$ cat src/rtl/bcd_pkg.sv
// Shared types and sizing helpers for the binary-to-BCD conversion engine.
package bcd_pkg;

   localparam int unsigned MAX_WIDTH  = 32;
   localparam int unsigned MAX_DIGITS = 10;

   typedef enum logic [1:0] {
      IDLE = 2'd0,
      CONV = 2'd1,
      DONE = 2'd2
   } state_t;

   // Bit counter must hold the value WIDTH itself.
   function automatic int unsigned cnt_width(input int unsigned width);
      int unsigned w;
      w = (width > MAX_WIDTH) ? MAX_WIDTH : width;
      return $clog2(w + 1);
   endfunction

endpackage

$ cat src/rtl/bcd_conv_ctrl_add3.sv
// Double-dabble digit correction: add 3 to any digit of 5 or more (mod 16).
module bcd_add3 (
   input  logic [3:0] i_digit,
   output logic [3:0] o_digit_c
);

   // Combinational correction of one BCD digit.
   always_comb begin
      o_digit_c = i_digit;
      if (i_digit >= 4'd5) begin
         o_digit_c = i_digit + 4'd3;
      end
   end

endmodule

$ cat src/rtl/bcd_conv_ctrl.sv
// Time-shared iterative binary-to-BCD converter with a two-requester
// round-robin arbiter; one operand bit is consumed per clock.
module bcd_conv_ctrl
   import bcd_pkg::*;
#(
   parameter int unsigned WIDTH  = 32,
   parameter int unsigned DIGITS = 10
) (
   input  logic                  clk,
   input  logic                  rst,
   input  logic [1:0]            req,
   input  logic [WIDTH-1:0]      bin0,
   input  logic [WIDTH-1:0]      bin1,
   output logic [1:0]            ack,
   output logic                  busy,
   output logic                  out_valid,
   input  logic                  out_ready,
   output logic                  out_id,
   output logic [4*DIGITS-1:0]   out_bcd,
   output logic                  out_ovf
);

   localparam int unsigned BCD_W = 4 * DIGITS;
   localparam int unsigned CNT_W = cnt_width(WIDTH);
   localparam int unsigned N_ADJ = (DIGITS > MAX_DIGITS) ? MAX_DIGITS : DIGITS;

   state_t             r_state;
   state_t             w_next;
   logic               r_ptr;
   logic [WIDTH-1:0]   r_bin;
   logic [BCD_W-1:0]   r_bcd;
   logic [BCD_W-1:0]   w_adj;
   logic [CNT_W-1:0]   r_cnt;
   logic               r_id;
   logic               r_ovf;
   logic [1:0]         w_ack;
   logic               w_gnt_id;
   logic               w_accept;
   logic               w_last;

   assign w_last   = (r_cnt == CNT_W'(1));
   assign w_accept = |w_ack;

   // Per-digit add-3 correction applied before every shift.
   for (genvar k = 0; k < N_ADJ; k++) begin : g_add3
      bcd_add3 u_add3 (
         .i_digit   (r_bcd[4*k +: 4]),
         .o_digit_c (w_adj[4*k +: 4])
      );
   end

   // State register.
   always_ff @(posedge clk or posedge rst) begin
      if (rst) begin
         r_state <= IDLE;
      end else begin
         r_state <= w_next;
      end
   end

   // Next state and round-robin grant; grants only issue from IDLE.
   always_comb begin
      w_next   = r_state;
      w_ack    = 2'b00;
      w_gnt_id = 1'b0;
      case (r_state)
         IDLE: begin
            if (req != 2'b00) begin
               w_next = CONV;
               case (req)
                  2'b01:   w_gnt_id = 1'b0;
                  2'b10:   w_gnt_id = 1'b1;
                  default: w_gnt_id = r_ptr;
               endcase
               w_ack = w_gnt_id ? 2'b10 : 2'b01;
            end
         end
         CONV: begin
            if (w_last) begin
               w_next = DONE;
            end
         end
         DONE: begin
            if (out_ready) begin
               w_next = IDLE;
            end
         end
         default: w_next = IDLE;
      endcase
   end

   // Pointer favours the requester that did not win the last grant.
   always_ff @(posedge clk or posedge rst) begin
      if (rst) begin
         r_ptr <= 1'b0;
      end else if (w_accept) begin
         r_ptr <= ~w_gnt_id;
      end
   end

   // Operand capture and shift-and-add-3 datapath; top-digit carry-out is sticky overflow.
   always_ff @(posedge clk or posedge rst) begin
      if (rst) begin
         r_bin <= '0;
         r_bcd <= '0;
         r_cnt <= '0;
         r_id  <= 1'b0;
         r_ovf <= 1'b0;
      end else if (w_accept) begin
         r_bin <= w_gnt_id ? bin1 : bin0;
         r_bcd <= '0;
         r_cnt <= CNT_W'(WIDTH);
         r_id  <= w_gnt_id;
         r_ovf <= 1'b0;
      end else if (r_state == CONV) begin
         r_bcd <= {w_adj[BCD_W-2:0], r_bin[WIDTH-1]};
         r_bin <= {r_bin[WIDTH-2:0], 1'b0};
         r_ovf <= r_ovf | w_adj[BCD_W-1];
         r_cnt <= r_cnt - CNT_W'(1);
      end
   end

   assign ack       = w_ack;
   assign busy      = (r_state != IDLE);
   assign out_valid = (r_state == DONE);
   assign out_id    = r_id;
   assign out_bcd   = r_bcd;
   assign out_ovf   = r_ovf;

endmodule

$ cat config.mk
export PLATFORM = sky130hd
export DESIGN_NAME = bcd_conv_ctrl
export DESIGN_NICKNAME = d
export VERILOG_FILES = /design/src/rtl/bcd_pkg.sv /design/src/rtl/bcd_conv_ctrl_add3.sv /design/src/rtl/bcd_conv_ctrl.sv
export SDC_FILE = /design/constraint.sdc
export NUM_CORES = 1
export LEC_CHECK = 0
export BUFFER_PORTS_ARGS = -buffer_cell sky130_fd_sc_hd__clkbuf_2
export CAP_MARGIN = 0
export CORE_AREA = 4 4 99 101
export CTS_CLUSTER_DIAMETER = 100
export CTS_CLUSTER_SIZE = 28
export DETAILED_ROUTE_END_ITERATION = 10
export DIE_AREA = 0 0 103 105
export PLACE_DENSITY = 0.89
export SKIP_CTS_REPAIR_TIMING = 1
export SLEW_MARGIN = 10
export SYNTH_ARGS = -nofsm -noshare
export SYNTH_HDL_FRONTEND = slang
export SYNTH_SLANG_ARGS = --single-unit
export TNS_END_PERCENT = 100
$ cat constraint.sdc
create_clock -name clk -period 5 [get_ports clk]
set_clock_uncertainty 0.2 [all_clocks]
set_input_delay 0.5 -clock clk [delete_from_list [all_inputs] [get_ports clk]]
set_output_delay 0.5 -clock clk [all_outputs]
set_load 0.05 [all_outputs]
==> results.md <==
- Yosys mapped a number of flops with a built-in enable equal to 0.
- The remaining max-slew budget at the tightest pin is between 30% and 40%.
- The main flop type after synthesis is dfrtp_1.
- The post-synthesis instance total is between 500 and 600.
- The first global-routing pass estimated ~20000 um of wire.
- The first TritonRoute pass finished after 5 iterations.
- The worst register-to-register path begins at r_state[0].
- Summing the sequential cell areas from Yosys gives 42.94% of the chip area.
- The total area of multi-input combinational cells is approximately 2400 um^2.
- Global routing finished with a remaining overflow of 0.
- The largest buffer count on any clock path is 2.
- The critical path in this run is classified as reg -> out.
- The via count of the first global-routing pass came to ~4500.
- The clock sink count is 83.
- At the pin with the least slew margin, the transition time is roughly 0.96 ns.
- The number of cells after detailed placement is between 700 and 800.
- The share of synthesized area in the top cell type comes to between 40% and 50%.
- The number of max-slew violations in the final report is 0.
- On the critical path, the stage with the largest delay is an instance of dfrtp_1.
- Clock-pin slew was measured on the worst setup and hold paths at ~0.08 ns.
- The worst-case hold slack is between 0.02 and 0.025 ns.
- Combinational logic is responsible for 57.2% of the overall power.
- Setup slack on the critical path of the routed design comes to 1.923 ns.
- The kind of start point of the critical path is a flop.
- The routed layout has 4585 vias.
- Max-cap violations in this run came to 0.
- The boundary pin count is ~120.
- The mean instance size in the synthesized netlist is ~9.0 um^2.
- The initial antenna violation count is 0.
- Data on the critical path arrives at its endpoint at about 2.4 ns.
- The core region is roughly 9000 um^2.
- Prior to clock tree synthesis, the placed netlist has a worst setup slack of approximately 2.2 ns.
- The final weighted congestion in routability-driven placement is between 0.8 and 0.9.
- TritonCTS built the clock tree.
- The floorplan has 35 rows.
- The largest driver fanout on the critical path is 33.
- The number of register bits inferred by synthesis is 83.
- For this design the total switching power over the nets is just over 2 mW.
- The peak supply drop is between 0.0002 and 0.00025 V.
- The count of buffering cells on the critical path with inverters included is 2.
- In the final routed layout, each cell accounts on average for 16.80 um.
- The most frequent standard cell in the layout excluding fill and tap cells is clkbuf_2.
- Power spread over the standard cell area amounts to 720.5 nW/um^2.
- After routing the design area is about 5600 um^2.
- The largest incremental delay on the critical path is about 0.68 ns.
- The relative contribution of the clock network to total power is a little under an eighth.
- Timing would allow up to between 300 and 400 MHz.
- dfrtp_1 takes more of the synthesized area than any other cell.
- The clock latency reported for the late side of the worst-skew pair is approximately 0.35 ns.
- Once layout is complete, the cells apart from fillers number 745.
- The number of diodes added for antenna fixing is 0.
- The element type at the critical path end is a primary output.
- Wires add up to ~13000 um.
- The count of distinct cell types in the synthesized netlist is 39.
- The flow ran to the end, and the final reports show no timing, DRC or antenna violations.
- The net switching fraction of the power is 50.94%.
- The total of buffers placed on input and output ports is 114.
- Fill cells in the final layout number 771.
- The completed layout was analyzed and its total power is 4.061 mW.
- The flip-flop and latch area is just over 2000 um^2.
- The library cells used most frequently in the layout, excluding fill and tap cells, are clkbuf_2, dfrtp_1, nand3_1.
- In this run the cell area measured after placement is around 5500 um^2.
- In the global route stage, overall resource usage came out at a little under a quarter.
- In the routed layout, each cell is associated on average with a via count of ~6.2.
- Cells with a size suffix above 1 make up ~22% of the layout.
- Detailed placement ended at an HPWL of roughly 8800 um.
- Adding up every negative setup slack in the final design gives 0 ns.
- The number of DRC violations after detailed-routing iteration 0 is between 200 and 250.
- The area growth from synthesis to layout is 16.53%.
- In this run the vertical extent of the chip is between 100 and 150 um.
- The floorplan step defined a die boundary enclosing ~11000 um^2.
- The portion of the clock cycle consumed by the worst path in the final layout is between 60% and 70%.
- Measured along the x axis, the die boundary spans slightly above 100 um.
- The number of failing setup endpoints in the final timing report is 0.
- Traced cell by cell, the critical path runs through or3_1, buf_4, nor2_1, clkbuf_2.
- Setup repair after global routing left no endpoint under its margin.
- The shortest clock period the worst path allows after layout is 3.077 ns.
- The synthesized area is a little under 5000 um^2.
- After detailed routing, the number of remaining DRC violations is 0.
- The tightest min-delay check is of the in -> async type.
- The total of warnings raised by yosys is 0.
- The detail route stage leaves a number of antenna-violating nets equal to 0.
- The proportion of register bits with asynchronous set or reset after synthesis is between 90% and 100%.
- Counting the buffers created by CTS gives 9.
- Synthesis produced a netlist with a net count of approximately 630.
- The endpoint required time on the critical path is 4.30 ns.
- The core utilization of the finished layout is between 60 and 70%.
- The number of hold violations in the final report came to 0.
- In this design, the largest share of critical-path delay is due to simple AND/OR/NAND/NOR gates.
- The root buffer cell chosen for the clock tree is clkbuf_8.
- The sequential group share of total power is 31.0%.
- The initial utilization of the core area, before any placement, comes to 53.62%.
- The internal cell power is between 1.5 and 2 mW.
- The maximum level of the CTS H-tree is 3.
- The leakage power summed over all cells is between 2 and 3 nW.
- Entering global routing, the biggest net connects 70 pins.
- Sorting the synthesized cells by area gives the leading types as dfrtp_1, nand3_1, ha_1, nand2_1, o2111ai_1.
- At the end of the flow, the number of nets in the layout was between 700 and 800.
- The most critical setup path has its startpoint at r_state[0].
[power groups by stage]
| stage | combinational [mW] | sequential, mW | clock, mW |
|---|---|---|---|
| detailed placement | 2.32 | 1.26 | 0 |
| CTS | 2.33 | 1.25 | 0.482 |
| finish | 2.32 | 1.26 | 0.479 |
| floorplan | 1.37 | 1.67 | 0 |
| global placement | 2.22 | 1.24 | 0 |
| global route | 2.56 | 1.30 | 0.507 |
[logic make-up (layout without fill, tap and decap cells)]
logic type               Yosys count  after routing  synth area share [%]
AND/OR/NAND/NOR                  216            216                 21.91
AO/OA/AOI/OAI                    107            107                 17.23
buffers and inverters             86            181                 7.217
flip-flops                        83             83                 42.94
adder cells (fa/ha/maj)           24             24                 6.208
multiplexers                      12             12                 2.509
XOR/XNOR                          11             11                 1.992
[state kept, by name, indices dropped and copies added, names as in the netlist]
name     flops
r_state      2
r_bin       32
out_ovf      1
out_id       1
r_cnt        6
r_ptr        1
out_bcd     40
[final cells by class]
type / count / area share (%)
sequential: 83 / 36.85
tap: 111 / 2.464
clock buffer: 11 / 2.508
inverter: 46 / 3.085
timing repair buffer: 121 / 11.28
clock inverter: 3 / 0.7103
multi-input combinational: 370 / 43.11
[per-layer routing]
metal	vias to the layer above	share of wire, %	global-route usage [%]	routed length, um
li1	2141	-	-	-
met1	2217	42	31.10	5206
met2	208	49	37.31	6152
met3	19	7.8	3.071	976
met4	0	1.4	7.771	177
met5	-	0	0	0
[cells in the mapped netlist (all sizes together), types with 2 or more instances]
library cell,count
dfrtp,83
o21a,10
nand4,15
o2111ai,20
nor2,17
o31ai,3
xnor2,10
ha,24
buf,23
mux2i,11
inv,46
nand2,55
nand2b,10
o21ai,15
a21oi,2
clkbuf,17
o32ai,9
nand3,80
a41oi,16
nor2b,12
nor3,17
o22ai,10
o221ai,19
or3,4
[path summary, 6_finish.rpt]
path | endpoint | slack, ns | depth (start not counted)
setup / recovery | ack[0] | 1.92 | 4
hold / removal | r_state[1] | 0.02 | 2
setup reg to reg | out_bcd[23] | 2.16 | 4
hold reg to reg | out_ovf | 0.30 | 2
max in group asynchronous | out_bcd[12] | 3.57 | 3
min in group clk | r_bin[7] | 0.18 | 3
(Power assumes the default switching activity.)
